### src/rtl/aoc_ctrl_pkg.sv
// Shared types and constants for the AoC job controller: state encoding,
// header field layout and error frame construction.
package aoc_ctrl_pkg;

  typedef enum logic [2:0] {
    IDLE        = 3'd0,
    CLEAR       = 3'd1,
    STREAM      = 3'd2,
    WAIT_RESULT = 3'd3,
    SEND        = 3'd4,
    ERR_SEND    = 3'd5
  } state_e;

  localparam int FRAME_W = 64;

  localparam logic [15:0] HDR_MAGIC     = 16'hA0C5;
  localparam logic [15:0] ERR_MARK      = 16'hEEEE;
  localparam logic [7:0]  ERR_BAD_MAGIC = 8'd1;
  localparam logic [7:0]  ERR_OVERFLOW  = 8'd2;
  localparam logic [7:0]  ERR_TIMEOUT   = 8'd3;

  localparam int HDR_MAGIC_MSB = 63;
  localparam int HDR_MAGIC_LSB = 48;
  localparam int HDR_PUZ_MSB   = 47;
  localparam int HDR_PUZ_LSB   = 43;
  localparam int HDR_N_MSB     = 31;
  localparam int HDR_N_LSB     = 0;

  function automatic logic [FRAME_W-1:0] err_frame(input logic [7:0]  code,
                                                   input logic [31:0] fwd_cnt);
    return {ERR_MARK, code, 8'h00, fwd_cnt};
  endfunction

endpackage

### src/rtl/aoc_frame_fifo.sv
// Data-frame buffer between the UART receive side and the solver stream.
// Show-ahead read: dout is the head entry whenever empty is low.
module aoc_frame_fifo
  import aoc_ctrl_pkg::*;
#(
  parameter int FIFO_DEPTH = 4
) (
  input  logic               clock,
  input  logic               reset_n,
  input  logic               push,
  input  logic               pop,
  input  logic               flush,
  input  logic [FRAME_W-1:0] din,
  output logic               full,
  output logic               empty,
  output logic [FRAME_W-1:0] dout
);

  localparam int AW = $clog2(FIFO_DEPTH);
  localparam logic [AW:0] DEPTH_C = (AW+1)'(FIFO_DEPTH);

  logic [FRAME_W-1:0] mem_q [FIFO_DEPTH];
  logic [AW-1:0]      wr_q, rd_q;
  logic [AW:0]        cnt_q;
  logic               do_push, do_pop;

  assign full    = (cnt_q == DEPTH_C);
  assign empty   = (cnt_q == '0);
  assign do_pop  = pop && !empty;
  // A push into a full buffer is only taken when a pop frees the head slot.
  assign do_push = push && (!full || do_pop);
  assign dout    = mem_q[rd_q];

  always_ff @(posedge clock) begin
    if (do_push) mem_q[wr_q] <= din;
  end

  always_ff @(posedge clock or negedge reset_n) begin
    if (!reset_n) begin
      wr_q  <= '0;
      rd_q  <= '0;
      cnt_q <= '0;
    end else if (flush) begin
      wr_q  <= '0;
      rd_q  <= '0;
      cnt_q <= '0;
    end else begin
      if (do_push) wr_q <= wr_q + 1'b1;
      if (do_pop)  rd_q <= rd_q + 1'b1;
      case ({do_push, do_pop})
        2'b10:   cnt_q <= cnt_q + 1'b1;
        2'b01:   cnt_q <= cnt_q - 1'b1;
        default: cnt_q <= cnt_q;
      endcase
    end
  end

endmodule

### src/rtl/aoc_job_controller.sv
// Runs one puzzle job at a time on aoc_top: header decode, core clear, data
// streaming over valid/ready, result capture and response/error frame send.
module aoc_job_controller
  import aoc_ctrl_pkg::*;
#(
  parameter int FIFO_DEPTH     = 4,
  parameter int CLEAR_CYCLES   = 4,
  parameter int TIMEOUT_CYCLES = 50000000
) (
  input  logic        clock,
  input  logic        reset_n,
  input  logic        frame_valid,
  input  logic [63:0] frame_data,
  output logic        aoc_clear,
  output logic [4:0]  puzzle,
  output logic [63:0] data_value,
  output logic        data_valid,
  input  logic        data_ready,
  input  logic        result_valid,
  input  logic [63:0] result_value,
  input  logic        tx_ready,
  output logic        tx_send,
  output logic [63:0] tx_data,
  output logic        busy,
  output logic [2:0]  state_dbg
);

  localparam int TW = (TIMEOUT_CYCLES > 0) ? $clog2(TIMEOUT_CYCLES + 1) : 1;
  localparam logic [TW-1:0] TO_LAST = (TIMEOUT_CYCLES > 0) ? TW'(TIMEOUT_CYCLES - 1) : '0;
  localparam int CW = (CLEAR_CYCLES > 1) ? $clog2(CLEAR_CYCLES) : 1;
  localparam logic [CW-1:0] CLR_LAST = CW'(CLEAR_CYCLES - 1);

  state_e        state_q;
  logic [CW-1:0] clr_cnt_q;
  logic [TW-1:0] to_cnt_q;
  logic [31:0]   n_q, pushed_q, fwd_q;
  logic [4:0]    puzzle_q;
  logic          dv_q, aoc_clear_q, tx_send_q, rv_prev_q;
  logic [63:0]   dval_q, tx_data_q;

  logic          fifo_full, fifo_empty, push, pop, hs, overflow, to_idle, rv_rise;
  logic [63:0]   fifo_dout;
  logic          hdr_unused;

  assign hdr_unused = ^frame_data[HDR_PUZ_LSB-1:HDR_N_MSB+1];

  assign hs       = dv_q && data_ready;
  assign push     = frame_valid && (state_q == CLEAR || state_q == STREAM) && (pushed_q < n_q);
  assign pop      = (state_q == STREAM) && !fifo_empty && (!dv_q || data_ready);
  assign overflow = push && fifo_full && !pop;
  assign rv_rise  = result_valid && !rv_prev_q;
  assign to_idle  = (state_q == SEND || state_q == ERR_SEND) && tx_send_q;

  aoc_frame_fifo #(.FIFO_DEPTH(FIFO_DEPTH)) u_fifo (
    .clock   (clock),
    .reset_n (reset_n),
    .push    (push && !overflow),
    .pop     (pop),
    .flush   (to_idle),
    .din     (frame_data),
    .full    (fifo_full),
    .empty   (fifo_empty),
    .dout    (fifo_dout)
  );

  always_ff @(posedge clock or negedge reset_n) begin
    if (!reset_n) begin
      state_q     <= IDLE;
      clr_cnt_q   <= '0;
      to_cnt_q    <= '0;
      n_q         <= '0;
      pushed_q    <= '0;
      fwd_q       <= '0;
      puzzle_q    <= '0;
      dv_q        <= 1'b0;
      dval_q      <= '0;
      aoc_clear_q <= 1'b0;
      tx_send_q   <= 1'b0;
      tx_data_q   <= '0;
      rv_prev_q   <= 1'b0;
    end else begin
      rv_prev_q <= result_valid;
      tx_send_q <= 1'b0;
      if (hs) begin
        dv_q  <= 1'b0;
        fwd_q <= fwd_q + 32'd1;
      end
      if (pop) begin
        dv_q   <= 1'b1;
        dval_q <= fifo_dout;
      end
      if (push) pushed_q <= pushed_q + 32'd1;

      case (state_q)
        IDLE: begin
          if (frame_valid) begin
            if (frame_data[HDR_MAGIC_MSB:HDR_MAGIC_LSB] != HDR_MAGIC) begin
              tx_data_q <= err_frame(ERR_BAD_MAGIC, 32'd0);
              state_q   <= ERR_SEND;
            end else begin
              puzzle_q    <= frame_data[HDR_PUZ_MSB:HDR_PUZ_LSB];
              n_q         <= frame_data[HDR_N_MSB:HDR_N_LSB];
              pushed_q    <= '0;
              fwd_q       <= '0;
              clr_cnt_q   <= '0;
              aoc_clear_q <= 1'b1;
              // Re-armed here; CLEAR re-samples the level so a stale high never counts as an edge.
              rv_prev_q   <= 1'b0;
              state_q     <= CLEAR;
            end
          end
        end
        CLEAR: begin
          if (overflow) begin
            tx_data_q   <= err_frame(ERR_OVERFLOW, fwd_q);
            aoc_clear_q <= 1'b0;
            state_q     <= ERR_SEND;
          end else if (clr_cnt_q == CLR_LAST) begin
            aoc_clear_q <= 1'b0;
            to_cnt_q    <= '0;
            state_q     <= (n_q == 32'd0) ? WAIT_RESULT : STREAM;
          end else begin
            clr_cnt_q <= clr_cnt_q + 1'b1;
          end
        end
        STREAM: begin
          if (overflow) begin
            tx_data_q <= err_frame(ERR_OVERFLOW, fwd_q + 32'(hs));
            dv_q      <= 1'b0;
            state_q   <= ERR_SEND;
          end else if (hs && (fwd_q + 32'd1 == n_q)) begin
            to_cnt_q <= '0;
            state_q  <= WAIT_RESULT;
          end
        end
        WAIT_RESULT: begin
          if (rv_rise) begin
            tx_data_q <= result_value;
            state_q   <= SEND;
          end else if (TIMEOUT_CYCLES > 0 && to_cnt_q == TO_LAST) begin
            tx_data_q <= err_frame(ERR_TIMEOUT, fwd_q);
            state_q   <= ERR_SEND;
          end else if (to_cnt_q != '1) begin
            to_cnt_q <= to_cnt_q + 1'b1;
          end
        end
        SEND, ERR_SEND: begin
          // One cycle of tx_send, then back to IDLE on the following edge.
          if (tx_send_q) begin
            dv_q    <= 1'b0;
            state_q <= IDLE;
          end else if (tx_ready) begin
            tx_send_q <= 1'b1;
          end
        end
        default: state_q <= IDLE;
      endcase
    end
  end

  assign aoc_clear  = aoc_clear_q;
  assign puzzle     = puzzle_q;
  assign data_value = dval_q;
  assign data_valid = dv_q;
  assign tx_send    = tx_send_q;
  assign tx_data    = tx_data_q;
  assign busy       = (state_q != IDLE);
  assign state_dbg  = state_q;

endmodule
### config.mk
export PLATFORM = sky130hd
export DESIGN_NAME = aoc_job_controller
export DESIGN_NICKNAME = d
export VERILOG_FILES = /design/src/rtl/aoc_ctrl_pkg.sv /design/src/rtl/aoc_frame_fifo.sv /design/src/rtl/aoc_job_controller.sv
export SDC_FILE = /design/constraint.sdc
export NUM_CORES = 1
export LEC_CHECK = 0
export ABC_AREA = 1
export CORE_ASPECT_RATIO = 1.75
export CORE_MARGIN = 1
export CORE_UTILIZATION = 40
export DETAILED_ROUTE_END_ITERATION = 7
export GPL_TIMING_DRIVEN = 0
export PLACE_DENSITY_LB_ADDON = 0.08
export SLEW_MARGIN = 25
export SYNTH_ARGS = -nofsm -noshare
export SYNTH_HDL_FRONTEND = slang
export SYNTH_HIERARCHICAL = 1
export SYNTH_SLANG_ARGS = --single-unit
### constraint.sdc
create_clock -name clock -period 6.91 [get_ports clock]
set_clock_uncertainty 0.15 [all_clocks]
set_input_delay 1.0365 -clock clock [delete_from_list [all_inputs] [get_ports clock]]
set_output_delay 1.0365 -clock clock [all_outputs]
set_load 0.05 [all_outputs]
==> metrics <==
Clk Latency, worst-skew pair=a little over 0.6 ns; Layout Cells excl Fill=3,916; final worst slack=1.52 ns; Slew Viols, Final=0; Leak=12.9 nW; GRT Util Overall=a little over a quarter; area delta synth->final=23.8%; synthesized cell area=~25,000 sq um; yosys warns=6; Distinct cells, synth=48; sw frac=roughly 39%; # Post-CTS Setup Buffers=0; Die Wd=191 um; slowest cell delay on critical path=around 0.62 ns; Slew Limit Headroom=just under 40%; Power Internal=6.56 mW; DRT iter0 DRCs=1,321; Final Hold Fails=0; IO Count=~270; largest net degree at the start of global routing=83; most frequent cells in the layout=nand2_1 (735), nor2_1 (303), clkdlybuf4s50_1 (272), dfrtp_1 (271), edfxtp_1 (256); cell mode on critical path=inv_1; CP Data Required Time=between 7 and 8 ns; Seq cells post-synth=between 500 and 600; Synth Area per Inst=about 9 sq um; drt total wl=about 84 mm; Clock Pin Slew Worst Setup and Hold Paths=about 0.07 ns; worst hold path class=input pin to async pin; drt drc=0; status=finished clean; # H-tree levels=2; CTS Root Cell=clkbuf_16; Worst Path Buf+Inv=8; clock power share=between 20% and 30%; placed insts=3,824; Seq pwr share=a little under two fifths; Mapped Nets=2,918; register-to-register setup slack=slightly above 2 ns; CP max FO=10; Max Cap Viol=0; Slowest cell on crit path=clkbuf_1; Starting Density=40.6%; Cell Rows=120; register area share after synthesis=just under 60%; PwrDens=346 nW/um^2; CP startpoint kind=input pin; crit path cell chain=clkdlybuf4s50_1, nand2_1, inv_1, clkbuf_1, clkbuf_1, ha_1, ha_1, inv_1, nor2_1, inv_1, nor2_1, inv_1, nor2_1, nand2_1, inv_1, nand3_1, a31oi_1, o21ai_0; ys async rst share=51.4%; Worst Path Arrival=5.71 ns; # clock sinks=between 500 and 600; CTS buffer count=50; period utilisation layout=77.9%; CTS tree=yes; commonest non-fill, non-tap cell in the layout=nand2_1; core area=between 60,000 and 70,000 sq um; CP delay by family, top=buffers and inverters; 1st-pass router iterations=5; Final Critical Period=about 5.4 ns; DP HPWL=64.5 mm; final setup vio count=0; gpl congestion=roughly 0.95; Crit Path Class=input pin to flop; Post-synth top flop=dfrtp_1; Switch Pwr=4.13 mW; Die Height=332 um; routed len/inst=between 20 and 25 um; CP endpoint kind=flop; Layout Nets=about 3,300; cts repair resizes=0; total grt overflow=0; layout cells sized above 1=5.83%; RSZ-0062 raised after global routing=no; Via Count=just over 20,000; Slew @ Worst Pin=0.919 ns; Final ANT Viol Nets=0; Comb pwr share=34.2%; IO Port Bufs=273; diode count=0; initial antenna violation count=0; EDFF count, synth=around 260; clk buf depth=3; vias in the first global route=approximately 21,000; Max IR drop VDD=~0.00022 V; hold bufs inserted after CTS=0; DP Worst Slack=around 1 ns; Total Power=10.7 mW; die footprint=approximately 63,000 sq um; Avg Vias per Cell=approximately 5.3; fmax=around 190 MHz; Post-Syn Instances=around 2,700; first-pass GRT wire length=about 130 mm
kinds of logic after synthesis:
logic type	Yosys count	synth area share [%]
flops	527	58.0
fa+ha+maj	42	2.14
buf+inv	326	5.53
xor+xnor	32	1.23
simple gates	1313	21.7
compound gates	502	11.4
through the flow:
step                hold slack (ns)  util (%)  area (sq um)  setup TNS, ns
floorplan                     0.292         -         24900              0
global placement              0.303      46.7         28700       -2867.41
detailed placement            0.308      47.4         29100              0
CTS                           0.239      50.3         30900              0
global route                  0.259      50.3         30900              0
finish                        0.229      50.3         30900              0
state kept, by name, summed over array words and instances (netlist names), 3 cells and up:
register      count
u_fifo/mem_q    256
to_cnt_q         26
pushed_q         32
u_fifo/cnt_q      3
tx_data          64
data_value       64
fwd_q            32
state_dbg         3
puzzle            5
n_q              32
area by class of cell:
type	instances	area, sq um
Multi-Input combinational cell	1889	9130
Tap cell	793	992
Inverter	215	810
Fill cell	5879	30500
Clock buffer	66	1380
Buffer	111	571
Sequential cell	527	14500
Clock inverter	26	388
Timing Repair Buffer	289	3140
cells in the mapped netlist, drive strengths merged, types with 9 or more instances:
| library cell | n | area, sq um |
|---|---|---|
| xnor2 | 11 | 96.3 |
| inv | 214 | 806 |
| nor2 | 325 | 1280 |
| nand2 | 744 | 2830 |
| a22o | 18 | 158 |
| o21ai | 270 | 1360 |
| dfrtp | 271 | 6780 |
| ha | 41 | 513 |
| nor4 | 12 | 75.1 |
| a31oi | 20 | 125 |
| o22a | 12 | 105 |
| nand3 | 154 | 771 |
| a211oi | 9 | 67.6 |
| buf | 43 | 314 |
| nand4 | 41 | 257 |
| clkbuf | 68 | 256 |
| o22ai | 64 | 400 |
| edfxtp | 256 | 7690 |
| a21oi | 78 | 390 |
| nor3 | 27 | 140 |
| xor2 | 19 | 166 |
| o211ai | 12 | 90.1 |
worst paths after layout:
check / endpoint / from / cells after the start
worst max-delay path: tx_data[24]$_DFFE_PN0P_ / data_ready / 18
worst min-delay path: data_value[57]$_DFFE_PN0P_ / reset_n / 1
min in group clock: data_value[52]$_DFFE_PN0P_ / data_value[52]$_DFFE_PN0P_ / 2
worst min register to register: data_value[52]$_DFFE_PN0P_ / data_value[52]$_DFFE_PN0P_ / 2
worst max register to register: tx_data[24]$_DFFE_PN0P_ / data_valid$_DFF_PN0_ / 17
max in group asynchronous: tx_data[22]$_DFFE_PN0P_ / reset_n / 3
power groups by stage:
stage	clock (mW)	combinational, mW	sequential (mW)
after floorplan	0	1.57	4.74
after global placement	0	3.58	4.10
after detailed placement	0	3.66	4.09
after CTS	3.06	3.68	4.03
after global routing	3.17	3.96	4.08
final	3.01	3.65	4.03
worst reg2reg max path, stage by stage (launching register included):
cell      delay (ns)
dfrtp_1         0.40
nand2_1         0.39
inv_1           0.26
clkbuf_1        0.57
clkbuf_1        0.63
ha_1            0.31
ha_1            0.31
inv_1           0.12
nor2_1          0.17
inv_1           0.12
nor2_1          0.15
inv_1           0.11
nor2_1          0.29
nand2_1         0.18
inv_1           0.11
nand3_1         0.07
a31oi_1         0.28
o21ai_0         0.15
routing by layer:
metal / track usage (%) / vias to the layer above / share of wire, %
li1: - / 9958 / -
met1: 29.8 / 9907 / 37
met2: 48.8 / 686 / 52
met3: 3.30 / 176 / 4.8
met4: 13.8 / 0 / 5.6
met5: 0 / - / 0
Note: power is estimated with default switching activity, not from simulation.
